$ cat src/rtl/voice_mix_scheduler_if.sv
// DAC-side sample handshake between the voice mixer and its consumer.
interface voice_mix_scheduler_if #(
  parameter int WIDTH = 24
);
  logic signed [WIDTH-1:0] sample_out;
  logic                    sample_valid;
  logic                    sample_ready;

  modport master (
    output sample_out,
    output sample_valid,
    input  sample_ready
  );

  modport slave (
    input  sample_out,
    input  sample_valid,
    output sample_ready
  );
endinterface

$ cat src/rtl/voice_mix_scheduler.sv
// Steps all voices through one shared oscillator per sample tick,
// mixes the enabled ones, scales by master volume and saturates.
module voice_mix_scheduler #(
  parameter int N_VOICES = 8,
  parameter int WIDTH    = 24,
  parameter int LAT      = 3
) (
  input  logic                        clk,
  input  logic                        rstn,
  input  logic                        sample_tick,
  input  logic [N_VOICES-1:0]         voice_en,
  input  logic [7:0]                  master_vol,
  output logic [$clog2(N_VOICES)-1:0] osc_idx,
  output logic                        osc_step,
  input  logic signed [WIDTH-1:0]     osc_data,
  voice_mix_scheduler_if.master       dac,
  output logic                        busy,
  output logic                        overrun
);

  localparam int IW    = $clog2(N_VOICES);
  localparam int ACC_W = WIDTH + IW;
  localparam int PW    = ACC_W + 9;

  localparam logic [LAT-1:0] LOW_MASK = {LAT{1'b1}} >> 1;
  localparam logic signed [PW-1:0] SMAX =
    {{(PW-WIDTH+1){1'b0}}, {(WIDTH-1){1'b1}}};
  localparam logic signed [PW-1:0] SMIN = ~SMAX;

  typedef enum logic [2:0] {
    IDLE, ISSUE, DRAIN, SCALE, HOLD
  } state_t;

  state_t state, state_nx;

  logic [IW-1:0]           idx;
  logic [N_VOICES-1:0]     snap_en;
  logic [7:0]              snap_vol;
  logic [LAT-1:0]          tag_v;
  logic [LAT-1:0]          tag_e;
  logic signed [ACC_W-1:0] acc;
  logic signed [PW-1:0]    prod;
  logic signed [PW-1:0]    res;
  logic signed [WIDTH-1:0] sat;
  logic                    start;
  logic                    push;

  assign start    = (state == IDLE) && sample_tick;
  assign push     = (state == ISSUE);
  assign osc_step = push;
  assign osc_idx  = idx;
  assign busy     = (state != IDLE);
  assign dac.sample_valid = (state == HOLD);

  always_ff @(posedge clk) begin
    if (!rstn) state <= IDLE;
    else       state <= state_nx;
  end

  always_comb begin
    state_nx = state;
    unique case (state)
      IDLE:  if (sample_tick) state_nx = ISSUE;
      ISSUE: if (idx == IW'(N_VOICES-1)) state_nx = DRAIN;
      // only the pipe output may still be in flight
      DRAIN: if ((tag_v & LOW_MASK) == '0) state_nx = SCALE;
      SCALE: state_nx = HOLD;
      HOLD:  if (dac.sample_ready) state_nx = IDLE;
      default: state_nx = IDLE;
    endcase
  end

  always_ff @(posedge clk) begin
    if (!rstn) begin
      idx      <= '0;
      snap_en  <= '0;
      snap_vol <= '0;
      tag_v    <= '0;
      tag_e    <= '0;
      overrun  <= 1'b0;
    end else begin
      overrun <= sample_tick && (state != IDLE);
      tag_v   <= (tag_v << 1) | LAT'(push);
      tag_e   <= (tag_e << 1) | LAT'(push & snap_en[idx]);
      if (start) begin
        idx      <= '0;
        snap_en  <= voice_en;
        snap_vol <= master_vol;
      end else if (push) begin
        idx <= idx + 1'b1;
      end
    end
  end

  always_ff @(posedge clk) begin
    if (!rstn) begin
      acc <= '0;
    end else if (start) begin
      acc <= '0;
    end else if (tag_v[LAT-1] && tag_e[LAT-1]) begin
      acc <= acc + $signed({{IW{osc_data[WIDTH-1]}}, osc_data});
    end
  end

  assign prod = PW'(acc) * PW'($signed({1'b0, snap_vol}));
  assign res  = prod >>> 8;

  always_comb begin
    sat = res[WIDTH-1:0];
    if (res > SMAX)      sat = SMAX[WIDTH-1:0];
    else if (res < SMIN) sat = SMIN[WIDTH-1:0];
  end

  always_ff @(posedge clk) begin
    if (!rstn)               dac.sample_out <= '0;
    else if (state == SCALE) dac.sample_out <= sat;
  end

endmodule

$ cat src/flat_wrapper.sv
// flat-port wrapper written by rule: the top's interface ports become plain ports
module voice_mix_scheduler_flat 
#(
  parameter int N_VOICES = 8,
  parameter int WIDTH    = 24,
  parameter int LAT      = 3
)
  (clk, rstn, sample_tick, voice_en, master_vol, osc_idx, osc_step, osc_data, busy, overrun, dac_sample_out, dac_sample_valid, dac_sample_ready);
  voice_mix_scheduler_if #(.WIDTH(WIDTH)) dac_i ();
  input  logic clk;
  input  logic rstn;
  input  logic sample_tick;
  input  logic [N_VOICES-1:0] voice_en;
  input  logic [7:0] master_vol;
  output logic [$clog2(N_VOICES)-1:0] osc_idx;
  output logic osc_step;
  input  logic signed [WIDTH-1:0] osc_data;
  output logic busy;
  output logic overrun;
  output wire logic [$bits(dac_i.sample_out)-1:0] dac_sample_out;
  output wire logic [$bits(dac_i.sample_valid)-1:0] dac_sample_valid;
  input wire logic [$bits(dac_i.sample_ready)-1:0] dac_sample_ready;
  assign dac_sample_out = dac_i.sample_out;
  assign dac_sample_valid = dac_i.sample_valid;
  assign dac_i.sample_ready = dac_sample_ready;
  voice_mix_scheduler #(.N_VOICES(N_VOICES), .WIDTH(WIDTH), .LAT(LAT)) u_core (.clk(clk), .rstn(rstn), .sample_tick(sample_tick), .voice_en(voice_en), .master_vol(master_vol), .osc_idx(osc_idx), .osc_step(osc_step), .osc_data(osc_data), .dac(dac_i), .busy(busy), .overrun(overrun));
endmodule
$ cat config.mk
export PLATFORM = sky130hd
export DESIGN_NAME = voice_mix_scheduler_flat
export DESIGN_NICKNAME = d
export VERILOG_FILES = /design/src/rtl/voice_mix_scheduler_if.sv /design/src/rtl/voice_mix_scheduler.sv /design/src/flat_wrapper.sv
export SDC_FILE = /design/constraint.sdc
export NUM_CORES = 1
export LEC_CHECK = 0
export ABC_AREA = 1
export CAP_MARGIN = 20
export CORE_MARGIN = 8
export CORE_UTILIZATION = 30
export CTS_CLUSTER_SIZE = 8
export DETAILED_ROUTE_END_ITERATION = 8
export PLACE_DENSITY = 0.48
export SLEW_MARGIN = 40
export SYNTH_ARGS = -nofsm -noshare
export SYNTH_HDL_FRONTEND = slang
export SYNTH_SLANG_ARGS = --single-unit
$ cat constraint.sdc
create_clock -name clk -period 13.65 [get_ports clk]
set_input_delay 2.0475 -clock clk [delete_from_list [all_inputs] [get_ports clk]]
set_output_delay 2.0475 -clock clk [all_outputs]
set_load 0.05 [all_outputs]
==> results_dict.tcl, run 1 <==
set metrics [dict create \
    synthFlopType "dfxtp_1" \
    clk_latency_ps 370 \
    ir_worst_vdd_mv 0.0534 \
    slew_viol_final 0 \
    min_period_ps 5670 \
    clkTransAtPathRegs_ps 70 \
    critPathLaunchType "register" \
    setup_ws_ps 7980 \
    cts_max_path_buffers 2 \
    drt_pass1_iterations 5 \
    synth-seq-cells 80 \
    power.total_mw 0.839 \
    h-tree-depth 3 \
    holdBufCountCts 0 \
    power.leakage_nw 8.01 \
    ys_seq_area_share_pct 12.7 \
    drt_iter0_drc 474 \
    yosysWarnings 0 \
    use_met3_pct 1.71 \
    final.setup.tns_ps 0 \
    vias 10711 \
    use_met2_pct 27.2 \
    drive_above_1_share_pct 4.83 \
    powerDensity_nw_per_um2 59.5 \
    post_cts_buffers 0 \
    layout_commonest_cell "nand2_1" \
    synth_top_area_share_pct 26.7 \
    busiest_layer "met2" \
    grt-ovfl-total 0 \
    fp.dieW_um 221 \
    synth_area_per_cell_um2 7.02 \
    final_core_util_pct 33.9 \
    coreArea_um2 41700 \
    final_cell_mix "nand2_1, inv_1, fa_1" \
    grt_pass1_wl_um 58700 \
    io_buffers 74 \
    clock-sinks 80 \
    cts_tree "done" \
    fin_skew_ps 8.43 \
    cts_resized 0 \
    syn-num-nets 2102 \
    grtUsageTotal_pct 14.6 \
    setup_violations 0 \
    cts-root-buf "clkbuf_16" \
    holdWs_ps 415 \
    synth.largest_area_cell "fa_1" \
    synth_edf_count 0 \
    crit_fanout 27 \
    arrival_ps 5920 \
    drt-wirelength-per-cell_um 14.5 \
    worstPathRequired_ps 13910 \
    place_hpwl_um 28100 \
    preCtsSetupSlack_ps 7980 \
    drcViolationCount 0 \
    tightest_slew_ps 653 \
    start_util_pct 30.2 \
    nets 2125 \
    synth_async_sr_flop_share_pct 0 \
    wl_um 34200 \
    grt_max_degree 38 \
    status "finished, final reports clean" \
    rsz0062_at_grt "false" \
    max_freq_ghz 0.177 \
    yosysUniqueCellTypes 43 \
    hold_violations 0 \
    syn_to_final_growth_pct 12.0 \
    final_antenna_net_count 0 \
    end_kind "register" \
    placementRows 75 \
    antenna_found_initial 0 \
    antennaDiodeCount 0 \
    first_global_vias 11409 \
    die_y_um 221 \
    maxCapViolations 0 \
    post_drt_via_cell_ratio 4.54 \
    fin_crit_sh_pct 41.5 \
    hold_path_class "register to register" \
    seq_area_um2 1610 \
    met1_usage_pct 17.9 \
    die_area_um2 48800 \
    netlist_top_cells_area "fa_1, nand2_1, inv_1, dfxtp_1, ha_1" \
    slew_headroom_pct 56.1 \
    syn_inst 1794 \
    syn_area_um2 12600 \
    gp_congestion 0.864 \
    fillers 4623 \
    io_pins 75 \
    path_class "register to register" \
    ff2ff_setup_slack_ps 7980 \
    multi_input_area_um2 9020 \
    numCtsBuffers 9 \
]
[layer usage]
| layer | wire (um) | vias to the layer above |
|---|---|---|
| met4 | 396 | 0 |
| met3 | 990 | 23 |
| met1 | 15200 | 5151 |
| met5 | 0 | - |
| met2 | 17600 | 137 |
| li1 | - | 5400 |
[synth_stat cells (4+ instances only)]
cell type and n:
nand2_2 19, o221ai_1 4, a21oi_2 20, a31oi_1 7, nor4_1 4, ha_1 96, nor2_1 112, o211ai_1 4
nand3_1 44, dfxtp_1 80, inv_1 440, nand2_1 443, a21o_1 6, and3_1 4, clkbuf_1 49, fa_1 168
nor3_1 12, xor2_1 29, buf_1 16, buf_6 5, nand2_4 5, o21bai_1 6, o21ai_0 83, a21oi_1 90
xnor2_1 15
[worst paths after layout]
check	endpoint	from	depth (start not counted)
worst min register to register	u_core.tag_e[2]	u_core.tag_e[1]	2
worst max-delay path	u_core.dac.sample_out[1]	u_core.snap_vol[0]	21
worst min-delay path	u_core.tag_e[2]	u_core.tag_e[1]	2
worst max register to register	u_core.dac.sample_out[1]	u_core.snap_vol[0]	21
[stage by stage]
stage,cells,instance area (um^2)
3_3_place_gp,2344,13800
2_1_floorplan,1794,12600
3_5_place_dp,2345,13800
6_report,2360,14100
4_1_cts,2360,14100
5_1_grt,2360,14100
[report_power, final]
group | leakage [nW] | internal (mW) | switching (mW)
logic | 7.21 | 0.0830 | 0.185
registers | 0.650 | 0.264 | 0.0315
clock network | 0.149 | 0.161 | 0.115
[final cells by class]
type | count | share of cell area (%)
Clock inverter | 6 | 0.656
Timing Repair Buffer | 85 | 5.89
Sequential cell | 80 | 11.4
Tap cell | 539 | 4.78
Inverter | 441 | 11.7
Clock buffer | 9 | 1.60
Multi-Input combinational cell | 1200 | 64.0
[cells by family (layout without fill, tap and decap cells)]
kind of cell	Yosys count	after routing	synth area share, %
flip-flops	80	80	12.7
AO/OA/AOI/OAI	231	231	10.6
XOR/XNOR	44	44	3.06
AND/OR/NAND/NOR	661	661	21.7
buffers and inverters	514	541	15.7
adder cells (fa/ha/maj)	264	264	36.2
[registers in the layout (all words and copies together), names as in the netlist, 3 cells and up]
register               flops
u_core.acc                27
u_core.dac.sample_out     24
u_core.snap_en             8
u_core.snap_vol            8
u_core.osc_idx             3
u_core.state               3
u_core.tag_e               3
u_core.tag_v               3
[worst max-delay path, cell delays in order (launching register included)]
cell	delay (ps)
dfxtp_2	700
nand2_1	240
fa_1	590
fa_1	700
inv_1	100
fa_1	530
inv_1	50
fa_1	490
inv_1	40
ha_1	370
inv_1	110
nor3_1	270
nand2_1	110
nor2_1	180
nand2_4	80
nand2_2	60
nand2_1	40
nand2_1	70
nand3_2	100
a21oi_4	360
buf_8	230
a21oi_1	80
Power figures use the tool's default switching activity.
==> inputs of run 2 (changes only) <==
clock period = 5.75 ns   (was 13.65 ns; I/O delays follow)
==> run 2 against run 1 <==
Non-clock buffer count is 8 higher. Critical path depth unchanged. Power grew 140%. Clock-buffer cell count unchanged. Core utilization rose by 0.20 points. Worst hold slack improved by 8.6 ps. Global-route usage up 0.14 points. Clock skew is 5.6 ps higher. Setup slack got worse by 7500 ps. Critical endpoint is now u_core.dac.sample_out[20]. Highest routed layer unchanged.
==> results_dict.tcl, run 2 (same netlist as run 1, synthesis figures left out) <==
set metrics [dict create \
    clk_latency_ps 360 \
    grt-ovfl-total 0 \
    holdBufCountCts 0 \
    drt_iter0_drc 516 \
    grtUsageTotal_pct 14.8 \
    cts_max_path_buffers 2 \
    tightest_slew_ps 686 \
    slew_headroom_pct 54.1 \
    critPathLaunchType "register" \
    drive_above_1_share_pct 5.08 \
    hold_violations 0 \
    powerDensity_nw_per_um2 141 \
    largest_register_ffs 27 \
    path_common_cell "fa_1" \
    clock-sinks 80 \
    hold_path_class "register to register" \
    drcViolationCount 0 \
    final_cell_mix "nand2_1, inv_1, fa_1" \
    placementRows 75 \
    fin_crit_sh_pct 91.8 \
    ir_worst_vdd_mv 0.118 \
    antennaDiodeCount 0 \
    crit_chain "buf_4, nand2_1, fa_1, inv_1, fa_1, fa_1, inv_1, fa_1, inv_1, ha_1, a21oi_1, o21ai_0, a21oi_1, nor2_1, nor2_1, nand3_1, nand2_1, nand3_1, nand2_4, nand2_1, a21oi_2" \
    path_delay_family "adder cells" \
    start_util_pct 30.2 \
    io_buffers 74 \
    regMostFlops "u_core.acc" \
    slowest_delay_ps 550 \
    fillers 4522 \
    preCtsSetupSlack_ps 471 \
    grt_pass1_wl_um 60000 \
    holdWs_ps 424 \
    coreArea_um2 41700 \
    grt_max_degree 38 \
    nets 2133 \
    h-tree-depth 3 \
    wl_um 35000 \
    die_y_um 221 \
    placed_area_um2 13900 \
    setup_ws_ps 470 \
    path_class "register to register" \
    clkTransAtPathRegs_ps 70 \
    vias 10802 \
    min_period_ps 5280 \
    end_kind "register" \
    syn_to_final_growth_pct 12.6 \
    gp_congestion 0.872 \
    fp.dieW_um 221 \
    fin_skew_ps 14.0 \
    post_cts_buffers 0 \
    cts_resized 0 \
    maxCapViolations 0 \
    rsz0062_at_grt "false" \
    stdcell_area_um2 14200 \
    status "finished, final reports clean" \
    numCtsBuffers 9 \
    cts_tree "done" \
    drt_pass1_iterations 5 \
    crit_fanout 27 \
    drt-wirelength-per-cell_um 14.8 \
    final_antenna_net_count 0 \
    io_pins 75 \
    critPathSlowestCell "fa_1" \
    post_drt_via_cell_ratio 4.56 \
    slew_viol_final 0 \
    max_freq_ghz 0.189 \
    critPathBufInv 4 \
    arrival_ps 5580 \
    final.setup.tns_ps 0 \
    setup_violations 0 \
    largestRegisters "u_core.acc: 27 flops, u_core.dac.sample_out: 24 flops" \
    die_area_um2 48800 \
    cts-root-buf "clkbuf_16" \
    place_hpwl_um 28600 \
    first_global_vias 11583 \
    layout_commonest_cell "nand2_1" \
    power.leakage_nw 8.07 \
    antenna_found_initial 0 \
    worstPathRequired_ps 6050 \
]
-- run 2: cell types whose count changed in the layout (fill, tap and decap cells not counted) --
cell	delta
buf_12	+3
clkinv_2	+1
dfxtp_2	-3
buf_8	-1
dfxtp_1	+3
clkinvlp_4	-1
buf_4	+6
-- run 2: worst register-to-register path, stage by stage (launching register included) --
cell and delay, ps:
dfxtp_1 330, buf_4 350, nand2_1 150, fa_1 550, inv_1 50, fa_1 480
fa_1 500, inv_1 60, fa_1 530, inv_1 50, ha_1 400, a21oi_1 250
o21ai_0 150, a21oi_1 220, nor2_1 80, nor2_1 270, nand3_1 110, nand2_1 90
nand3_1 110, nand2_4 240, nand2_1 120, a21oi_2 140
-- run 2: path summary, 6_finish.rpt --
kind / start / to / slack (ps) / cells after the start
worst max-delay path: u_core.snap_vol[2] / u_core.dac.sample_out[20] / 470 / 21
worst min register to register: u_core.tag_e[0] / u_core.tag_e[1] / 420 / 2
worst max register to register: u_core.snap_vol[2] / u_core.dac.sample_out[20] / 470 / 21
worst min-delay path: u_core.tag_e[0] / u_core.tag_e[1] / 420 / 2
-- run 2: final cells by class --
cell class | count | area (um^2) | area share, %
Clock buffer | 9 | 225 | 1.59
Clock inverter | 6 | 90.1 | 0.635
Inverter | 441 | 1660 | 11.7
Multi-Input combinational cell | 1200 | 9020 | 63.6
Sequential cell | 80 | 1600 | 11.3
Tap cell | 539 | 674 | 4.75
Timing Repair Buffer | 93 | 921 | 6.49
-- run 2: metrics by stage --
| stage | std cells | total power [mW] | utilization, % |
|---|---|---|---|
| 2_1_floorplan | 1794 | 1.12 | - |
| 3_3_place_gp | 2353 | 1.38 | 33.3 |
| 3_5_place_dp | 2353 | 1.38 | 33.3 |
| 4_1_cts | 2368 | 2.03 | 34.1 |
| 5_1_grt | 2368 | 2.11 | 34.1 |
| 6_report | 2368 | 2.00 | 34.1 |
-- run 2: metal layers --
metal	track usage, %	vias up	wire (um)
met5	0	-	0
met3	1.23	28	849
met2	27.8	139	18100
met1	18.1	5220	15600
li1	-	5415	-
met4	2.95	0	483
-- run 2: power breakdown --
group / switching (mW) / leakage (nW) / internal (mW)
Clock: 0.264 / 0.152 / 0.381
Combinational: 0.481 / 7.27 / 0.208
Sequential: 0.0433 / 0.649 / 0.626
==> inputs of run 3 (changes only) <==
TNS_END_PERCENT = 50   (was default)
==> results of run 3 <==
The final DEF is identical to that of run 2; final timing and power are the same.
